File: src/rtl/control_ventana_conteo_pkg.sv
// Shared definitions for the measurement-window controller: state encoding
// and the window-timer width.
package control_ventana_conteo_pkg;

    typedef logic [1:0] estado_t;

    localparam estado_t EST_IDLE  = 2'd0;
    localparam estado_t EST_CLEAR = 2'd1;
    localparam estado_t EST_GATE  = 2'd2;
    localparam estado_t EST_LATCH = 2'd3;

    // A one-cycle window still needs a 1-bit timer, hence the floor of 1.
    function automatic int ancho_temporizador(input int ciclos);
        int ancho;
        ancho = $clog2(ciclos);
        if (ancho < 1) begin
            ancho = 1;
        end
        return ancho;
    endfunction

endpackage

File: src/rtl/control_ventana_conteo_temporizador_ventana.sv
// Window timer: counts up from 0 while enabled and flags the last window
// cycle (count GATE_CYCLES-1) with a one-cycle fin.
module temporizador_ventana
    import control_ventana_conteo_pkg::*;
#(
    parameter int GATE_CYCLES = 50_000_000
) (
    input  logic clk,
    input  logic reset,
    input  logic clear,
    input  logic enable,
    output logic fin
);

    localparam int            W  = ancho_temporizador(GATE_CYCLES);
    localparam logic [W-1:0]  TC = W'(GATE_CYCLES - 1);

    logic [W-1:0] cuenta;

    always_ff @(posedge clk) begin
        if (reset) begin
            cuenta <= '0;
        end else if (clear) begin
            cuenta <= '0;
        end else if (enable && (cuenta != TC)) begin
            cuenta <= cuenta + W'(1);
        end
    end

    assign fin = enable && (cuenta == TC);

endmodule

File: src/rtl/control_ventana_conteo.sv
// Measurement-window controller: clears the counter, gates sig_tick into it
// for GATE_CYCLES cycles, then latches count and overflow and pulses done.
//
// state | meaning
// IDLE  | waiting for start or continuous
// CLEAR | counter soft reset, timer and sticky overflow cleared
// GATE  | sig_tick passed to the counter for GATE_CYCLES cycles
// LATCH | final count on cnt_q, captured into result at end of cycle
module control_ventana_conteo
    import control_ventana_conteo_pkg::*;
#(
    parameter int N           = 20,
    parameter int GATE_CYCLES = 50_000_000
) (
    input  logic         clk,
    input  logic         reset,
    input  logic         start,
    input  logic         continuous,
    input  logic         sig_tick,
    output logic         cnt_soft_reset,
    output logic         cnt_tick,
    input  logic [N-1:0] cnt_q,
    input  logic         cnt_max,
    output logic [N-1:0] result,
    output logic         overflow,
    output logic         done,
    output logic         busy
);

    estado_t estado;
    estado_t estado_sig;
    logic    en_gate;
    logic    sticky;
    logic    fin;

    always_comb begin
        estado_sig = estado;
        case (estado)
            EST_IDLE:  if (start || continuous) estado_sig = EST_CLEAR;
            EST_CLEAR: estado_sig = EST_GATE;
            EST_GATE:  if (fin) estado_sig = EST_LATCH;
            EST_LATCH: estado_sig = continuous ? EST_CLEAR : EST_IDLE;
            default:   estado_sig = EST_IDLE;
        endcase
    end

    // Decoded state bits are registered from the next state so the counter
    // controls stay glitch-free and cnt_tick is a single AND.
    always_ff @(posedge clk) begin
        if (reset) begin
            estado         <= EST_IDLE;
            busy           <= 1'b0;
            cnt_soft_reset <= 1'b0;
            en_gate        <= 1'b0;
            done           <= 1'b0;
        end else begin
            estado         <= estado_sig;
            busy           <= (estado_sig != EST_IDLE);
            cnt_soft_reset <= (estado_sig == EST_CLEAR);
            en_gate        <= (estado_sig == EST_GATE);
            done           <= (estado == EST_LATCH);
        end
    end

    always_ff @(posedge clk) begin
        if (reset) begin
            sticky <= 1'b0;
        end else if (estado == EST_CLEAR) begin
            sticky <= 1'b0;
        end else if (((estado == EST_GATE) || (estado == EST_LATCH)) && cnt_max) begin
            sticky <= 1'b1;
        end
    end

    always_ff @(posedge clk) begin
        if (reset) begin
            result   <= '0;
            overflow <= 1'b0;
        end else if (estado == EST_LATCH) begin
            result   <= cnt_q;
            overflow <= sticky | cnt_max;
        end
    end

    assign cnt_tick = sig_tick & en_gate;

    temporizador_ventana #(
        .GATE_CYCLES(GATE_CYCLES)
    ) u_temporizador (
        .clk    (clk),
        .reset  (reset),
        .clear  (estado == EST_CLEAR),
        .enable (en_gate),
        .fin    (fin)
    );

endmodule

File: config.mk
export PLATFORM = sky130hd
export DESIGN_NAME = control_ventana_conteo
export DESIGN_NICKNAME = d
export VERILOG_FILES = /design/src/rtl/control_ventana_conteo_pkg.sv /design/src/rtl/control_ventana_conteo_temporizador_ventana.sv /design/src/rtl/control_ventana_conteo.sv
export SDC_FILE = /design/constraint.sdc
export NUM_CORES = 1
export LEC_CHECK = 0
export ABC_AREA = 1
export ABC_CLOCK_PERIOD_IN_PS = 2900
export CAP_MARGIN = 20
export CORE_MARGIN = 8
export CORE_UTILIZATION = 40
export DETAILED_ROUTE_END_ITERATION = 16
export HOLD_SLACK_MARGIN = 0.06
export PLACE_DENSITY = 0.64
export SYNTH_ARGS = -nofsm -noshare
export SYNTH_HDL_FRONTEND = slang
export SYNTH_SLANG_ARGS = --single-unit
File: constraint.sdc
create_clock -name clk -period 2.9 [get_ports clk]
set_input_delay 0.58 -clock clk [delete_from_list [all_inputs] [get_ports clk]]
set_output_delay 0.58 -clock clk [all_outputs]
set_load 0.01 [all_outputs]
==> impl_metrics.yaml, run 1 <==
logic_synthesis:
  synth_area_mm2: 0.00265
  synth_xor_area_frac: 0.0298
  synth_top_cell_area_share: 0.408
  synth.mux.area_fraction: 0
  synth_compound_area_frac: 0.101
  synth_cells: 397
  syn-num-nets: 428
  yosysWarnings: 0
  synth-simple-area-share: 0.368
  syn_avg_cell_area_um2: 6.67
  synthAdderAreaFrac: 0.0236
  synth_seq_cells: 54
  ys_seq_area_frac: 0.408
  synth_edf_count: 0
  yosys.area.top_type: "dfxtp_1"
  synthFlopType: "dfxtp_1"
  netlist_top_cells_area: "dfxtp_1, nand2_1, nor2_1"
  yosysUniqueCellTypes: 25
  synth_top_family_by_area: "simple AND/OR/NAND/NOR gates"
  async_reset_ff_frac: 0
cells_and_area:
  layout.nets: 474
  area_growth_pct: 23.6
  n_antenna_cell: 0
  layout_commonest_cell: "nand2_1"
  instances_no_fill: 520
  layout_common_cells: "nand2_1, nor2_1, dfxtp_1, clkdlybuf4s50_1, o21ai_0"
  drive_gt1_frac: 0.0519
sta:
  finClkSkew_ns: 0.00757
  setup_tns_ns: 0
  fin_crit_ns: 2.23
  fmax_mhz: 448
  finalHoldViolCount: 0
  slew_headroom: 0.584
  fin_crit_sh: 0.770
  report.final.slew_viol_count: 0
  holdWs_ns: 0.493
  grt_setup_unrepaired: "no"
  finalSetupViolCount: 0
  worst_pin_slew_ns: 0.623
power_and_ir_drop:
  seqPwrFrac: 0.486
  intPower_mw: 1.23
  power.switching_mw: 0.601
  p_leak_nw: 1.21
  ir_worst_vdd_mv: 0.411
  pwr_density_cell_mw_per_mm2: 558
  sw_frac_of_total: 0.329
  power_frac_comb: 0.287
  p_clk_frac: 0.226
clock_network:
  clockRootBuffer: "clkbuf_8"
  cts_tree: "yes"
  ctsResizeCount: 0
  clock_sinks: 54
  clock_latency_ns: 0.31
  cts_inserted_buffers: 5
  cts_setup_buffers: 0
  clkSlewWorstSetupHoldPaths_ns: 0.10
  htree_levels: 2
  postCtsHoldBufs: 0
  clk_path_buf_depth: 2
route:
  via_per_inst: 5.00
  antenna_left: 0
  first_pass_iters: 4
  drc_errors: 0
  avgRoutedWirePerCell_um: 12.9
  vias: 2598
  drt_iter0_drc: 158
  routed_wl_um: 6720
floorplanning:
  ioPinCount: 51
  dieArea_mm2: 0.00948
  die_y_um: 97.4
  start_util: 0.415
  coreArea_mm2: 0.00639
  die-width_um: 97.4
  rows: 29
grt:
  grt_pass1_wl_um: 11800
  antenna_found_initial: 0
  grt_pass1_vias: 2521
  grt_usage: 0.146
  grt_max_degree: 30
  overflow: 0
placed_design:
  dp.cells: 513
  gp_congestion: 0.918
  io_buffers: 50
  hpwl_um: 5040
critical_path:
  cp-start-kind: "primary input"
  crit_required_ns: 2.32
  r2r_start: "u_temporizador.cuenta[0]$_SDFFE_PP0P_"
  cp_cell_sequence: "clkdlybuf4s50_1 -> nand2_1 -> inv_1 -> clkdlybuf4s50_1"
  cp_slowest_cell: "clkdlybuf4s50_1"
  endpoint: "cnt_tick"
  reg2reg_depth: 10
  cpMostUsedCell: "clkdlybuf4s50_1"
  crit_buf_inv: 3
  r2r_end: "u_temporizador.cuenta[0]$_SDFFE_PP0P_"
  worst-path-stages: 4
  max_stage_delay_ns: 0.52
  cp-end-kind: "output port"
  crit_type: "primary input to output port"
  cp.arrival_ns: 1.65
  rrSetupSlack_ns: 0.74
  cp_top_family: "buffers and inverters"
  crit_start: "sig_tick"
  crit_fanout: 1
min_path:
  min_path_type: "flop to flop"
outcome:
  outcome: "finished clean"
run:
  drv_cap: 0
-- power groups by stage --
stage	registers [mW]	logic, mW	clock network, mW
global placement	0.900	0.529	0
finish	0.888	0.525	0.414
floorplan	0.930	0.270	0
CTS	0.888	0.534	0.426
detailed placement	0.904	0.530	0
global route	0.901	0.587	0.454
-- stage by stage --
stage                     setup WS, ns  instance area [µm²]  utilization  power (mW)
after floorplan                   1.27                 2650            -        1.20
after global placement           0.660                 3190        0.499        1.43
after detailed placement         0.664                 3190        0.499        1.43
after CTS                        0.657                 3270        0.513        1.85
after global routing             0.559                 3270        0.513        1.94
final                            0.666                 3270        0.513        1.83
-- cells in the mapped netlist (2+ instances only) --
library cell	count
a21oi_1	25
and3_1	2
buf_2	2
buf_6	2
clkbuf_1	8
dfxtp_1	54
ha_1	5
inv_1	25
inv_2	4
nand2_1	108
nand2_2	3
nand3_1	16
nand3b_1	4
nand4_1	2
nor2_1	83
nor2_2	3
nor2_4	3
nor3_1	8
o21ai_0	27
xor2_1	8
-- routing by layer --
metal | global-route usage | vias up | part of all wire
met3 | 0.0555 | 10 | 0.080
li1 | - | 1335 | -
met5 | 0 | - | 0
met2 | 0.237 | 66 | 0.45
met1 | 0.174 | 1187 | 0.45
met4 | 0.0455 | 0 | 0.017
-- cells by family after synthesis --
logic type / after synthesis
xor gates and xnor gates: 9
adders and majority gates: 5
AOI/OAI and AO/OA: 53
and+or+nand+nor: 233
DFF: 54
buffers and inverters: 43
-- area by class of cell --
type	count	area (µm²)
tap	77	96.3
clock buffer	5	68.8
clock inverter	2	15.0
sequential	54	1080
fill	667	3110
timing repair buffer	52	515
multi-input combinational	300	1380
inverter	30	113
-- flip-flops by register name, indices dropped and copies added, names as in the netlist --
signal                 cells
overflow                   1
busy                       1
en_gate                    1
cnt_soft_reset             1
estado                     2
done                       1
u_temporizador.cuenta     26
sticky                     1
result                    20
-- worst min path at each step --
stage | end | from | cells past startpoint | slack (ns)
2_1_floorplan | u_temporizador.cuenta[25]$_SDFFE_PP0P_ | u_temporizador.cuenta[25]$_SDFFE_PP0P_ | 2 | 0.46
3_3_place_gp | u_temporizador.cuenta[25]$_SDFFE_PP0P_ | u_temporizador.cuenta[25]$_SDFFE_PP0P_ | 2 | 0.47
3_5_place_dp | u_temporizador.cuenta[21]$_SDFFE_PP0P_ | u_temporizador.cuenta[21]$_SDFFE_PP0P_ | 2 | 0.48
4_1_cts | u_temporizador.cuenta[21]$_SDFFE_PP0P_ | u_temporizador.cuenta[21]$_SDFFE_PP0P_ | 2 | 0.49
5_1_grt | u_temporizador.cuenta[22]$_SDFFE_PP0P_ | u_temporizador.cuenta[22]$_SDFFE_PP0P_ | 2 | 0.53
6_report | u_temporizador.cuenta[21]$_SDFFE_PP0P_ | u_temporizador.cuenta[21]$_SDFFE_PP0P_ | 2 | 0.49
-- worst reg2reg max path, delay by kind of cell (launching register included) --
family / cells / cell delay, ns
buf+inv: 2 / 0.35
simple gates: 5 / 0.66
compound gates: 2 / 0.29
flops: 1 / 0.43
fa+ha+maj: 1 / 0.31
Power figures use the tool's default switching activity.
==> run 2, diff against run 1 <==
ABC_CLOCK_PERIOD_IN_PS = 1900   (was 2900)
PLACE_DENSITY = 0.67   (was 0.64)
clock period = 1.9 ns   (was 2.9 ns; I/O delays follow)
==> run 2 against run 1 <==
  * Critical path depth unchanged
  * Cell area up 2.9%
  * Flip-flop and latch count unchanged
  * Non-clock buffer count up 9
  * Global-route usage is 0.16 points higher
  * Largest cell class unchanged
  * Wire length rose by 2.3%
  * Highest routed layer unchanged
  * Core utilization increased by 1.5 points
  * Total power up 63%
  * Via count decreased by 0.12%
  * Clock power rose by 88%
  * Largest power group unchanged
  * Critical path type unchanged
  * Die area unchanged
==> impl_metrics.yaml, run 2 (synthesis results as in run 1) <==
floorplanning:
  rows: 29
  die_y_um: 97.4
  ioPinCount: 51
  coreArea_mm2: 0.00639
  die-width_um: 97.4
  start_util: 0.415
  dieArea_mm2: 0.00948
clock_network:
  postCtsHoldBufs: 0
  clockRootBuffer: "clkbuf_8"
  cts_setup_buffers: 0
  clock_latency_ns: 0.31
  clkSlewWorstSetupHoldPaths_ns: 0.09
  cts_inserted_buffers: 5
  ctsResizeCount: 0
  clk_path_buf_depth: 2
  clock_sinks: 54
  htree_levels: 2
  cts_tree: "yes"
critical_path:
  cpMostUsedCell: "clkdlybuf4s50_1"
  cp.arrival_ns: 1.47
  cp-start-kind: "primary input"
  crit_required_ns: 1.52
  max_stage_delay_ns: 0.52
  crit_type: "primary input to output port"
  cp-end-kind: "output port"
  crit_fanout: 1
  cp_slowest_cell: "clkdlybuf4s50_1"
  cp_cell_sequence: "clkdlybuf4s50_1 -> nand2_1 -> inv_1 -> clkdlybuf4s50_1"
grt:
  antenna_found_initial: 0
  grt_pass1_wl_um: 11900
  grt_usage: 0.148
  grt_max_degree: 30
  overflow: 0
  grt_pass1_vias: 2622
sta:
  slew_headroom: 0.780
  finalSetupViolCount: 0
  worst_pin_slew_ns: 0.328
  grt_setup_unrepaired: "no"
  setup_tns_ns: 0
  fin_crit_ns: 1.85
  fmax_mhz: 540
  finalHoldViolCount: 0
  fin_crit_sh: 0.975
  report.final.slew_viol_count: 0
  finClkSkew_ns: 0.0116
cells_and_area:
  layout.nets: 483
  n_antenna_cell: 0
  layout_common_cells: "nand2_1, nor2_1, dfxtp_1, clkdlybuf4s50_1, o21ai_0"
  nFillCells: 652
  layout_commonest_cell: "nand2_1"
  largest_register_ffs: 26
  largest_register: "u_temporizador.cuenta"
  design_area_mm2: 0.00337
  area_growth_pct: 27.3
  drive_gt1_frac: 0.0706
  reg.largest.list: "u_temporizador.cuenta x26, result x20, estado x2"
route:
  first_pass_iters: 4
  via_per_inst: 4.90
  vias: 2595
  antenna_left: 0
  routed_wl_um: 6880
  avgRoutedWirePerCell_um: 13.0
  drc_errors: 0
  drt_iter0_drc: 102
power_and_ir_drop:
  p_leak_nw: 1.27
  power.switching_mw: 0.933
  sw_frac_of_total: 0.313
  intPower_mw: 2.05
  pwr_density_cell_mw_per_mm2: 884
  seqPwrFrac: 0.454
  p_clk_frac: 0.261
  power_frac_comb: 0.285
  ir_worst_vdd_mv: 0.539
placed_design:
  hpwl_um: 5130
  gp_congestion: 0.922
  io_buffers: 50
  placed_area_mm2: 0.00326
min_path:
  min_path_type: "flop to flop"
outcome:
  outcome: "finished clean"
run:
  drv_cap: 0
[run 2: power groups by stage]
| stage | sequential [mW] | combinational (mW) | clock (mW) |
|---|---|---|---|
| after floorplan | 1.42 | 0.413 | 0 |
| after global placement | 1.37 | 0.852 | 0 |
| after detailed placement | 1.38 | 0.852 | 0 |
| after CTS | 1.35 | 0.858 | 0.803 |
| after global routing | 1.37 | 0.953 | 0.846 |
| final | 1.35 | 0.848 | 0.779 |
[run 2: per-layer routing]
layer	global-route usage	up-vias	wire, µm	part of all wire
li1	-	1357	-	-
met1	0.181	1177	3080	0.45
met2	0.233	53	3230	0.47
met3	0.0498	8	478	0.070
met4	0.0571	0	80	0.012
met5	0	-	0	0
[run 2: stage by stage]
stage / worst slack (ns) / utilization / power [mW] / hold slack [ns] / cells
after floorplan: 0.270 / - / 1.83 / 0.452 / 397
after global placement: 0.0557 / 0.510 / 2.22 / 0.466 / 522
after detailed placement: 0.0411 / 0.510 / 2.23 / 0.481 / 522
after CTS: 0.0399 / 0.527 / 3.02 / 0.495 / 530
after global routing: 0.0138 / 0.528 / 3.17 / 0.507 / 530
final: 0.0484 / 0.528 / 2.98 / 0.491 / 530
[run 2: cell type report]
| class | count | area [µm²] | area share |
|---|---|---|---|
| inverters | 30 | 115 | 0.0342 |
| multi-input cells | 300 | 1380 | 0.411 |
| flip-flops and latches | 54 | 1080 | 0.321 |
| well taps | 77 | 96.3 | 0.0286 |
| repair buffers | 61 | 583 | 0.173 |
| clock buffers | 6 | 72.6 | 0.0215 |
| clock inverters | 2 | 37.5 | 0.0111 |
[run 2: worst paths after layout]
| check | cells after the start | start | slack [ns] | endpoint |
|---|---|---|---|---|
| setup / recovery | 4 | sig_tick | 0.05 | cnt_tick |
| hold / removal | 2 | u_temporizador.cuenta[25]$_SDFFE_PP0P_ | 0.49 | u_temporizador.cuenta[25]$_SDFFE_PP0P_ |
| setup reg to reg | 10 | u_temporizador.cuenta[1]$_SDFFE_PP0P_ | 0.25 | u_temporizador.cuenta[7]$_SDFFE_PP0P_ |
| hold reg to reg | 2 | u_temporizador.cuenta[25]$_SDFFE_PP0P_ | 0.49 | u_temporizador.cuenta[25]$_SDFFE_PP0P_ |
[run 2: critical path, delay by kind of cell]
kind / cells / cell delay [ns]
buffers and inverters: 3 / 1.03
and+or+nand+nor: 1 / 0.05
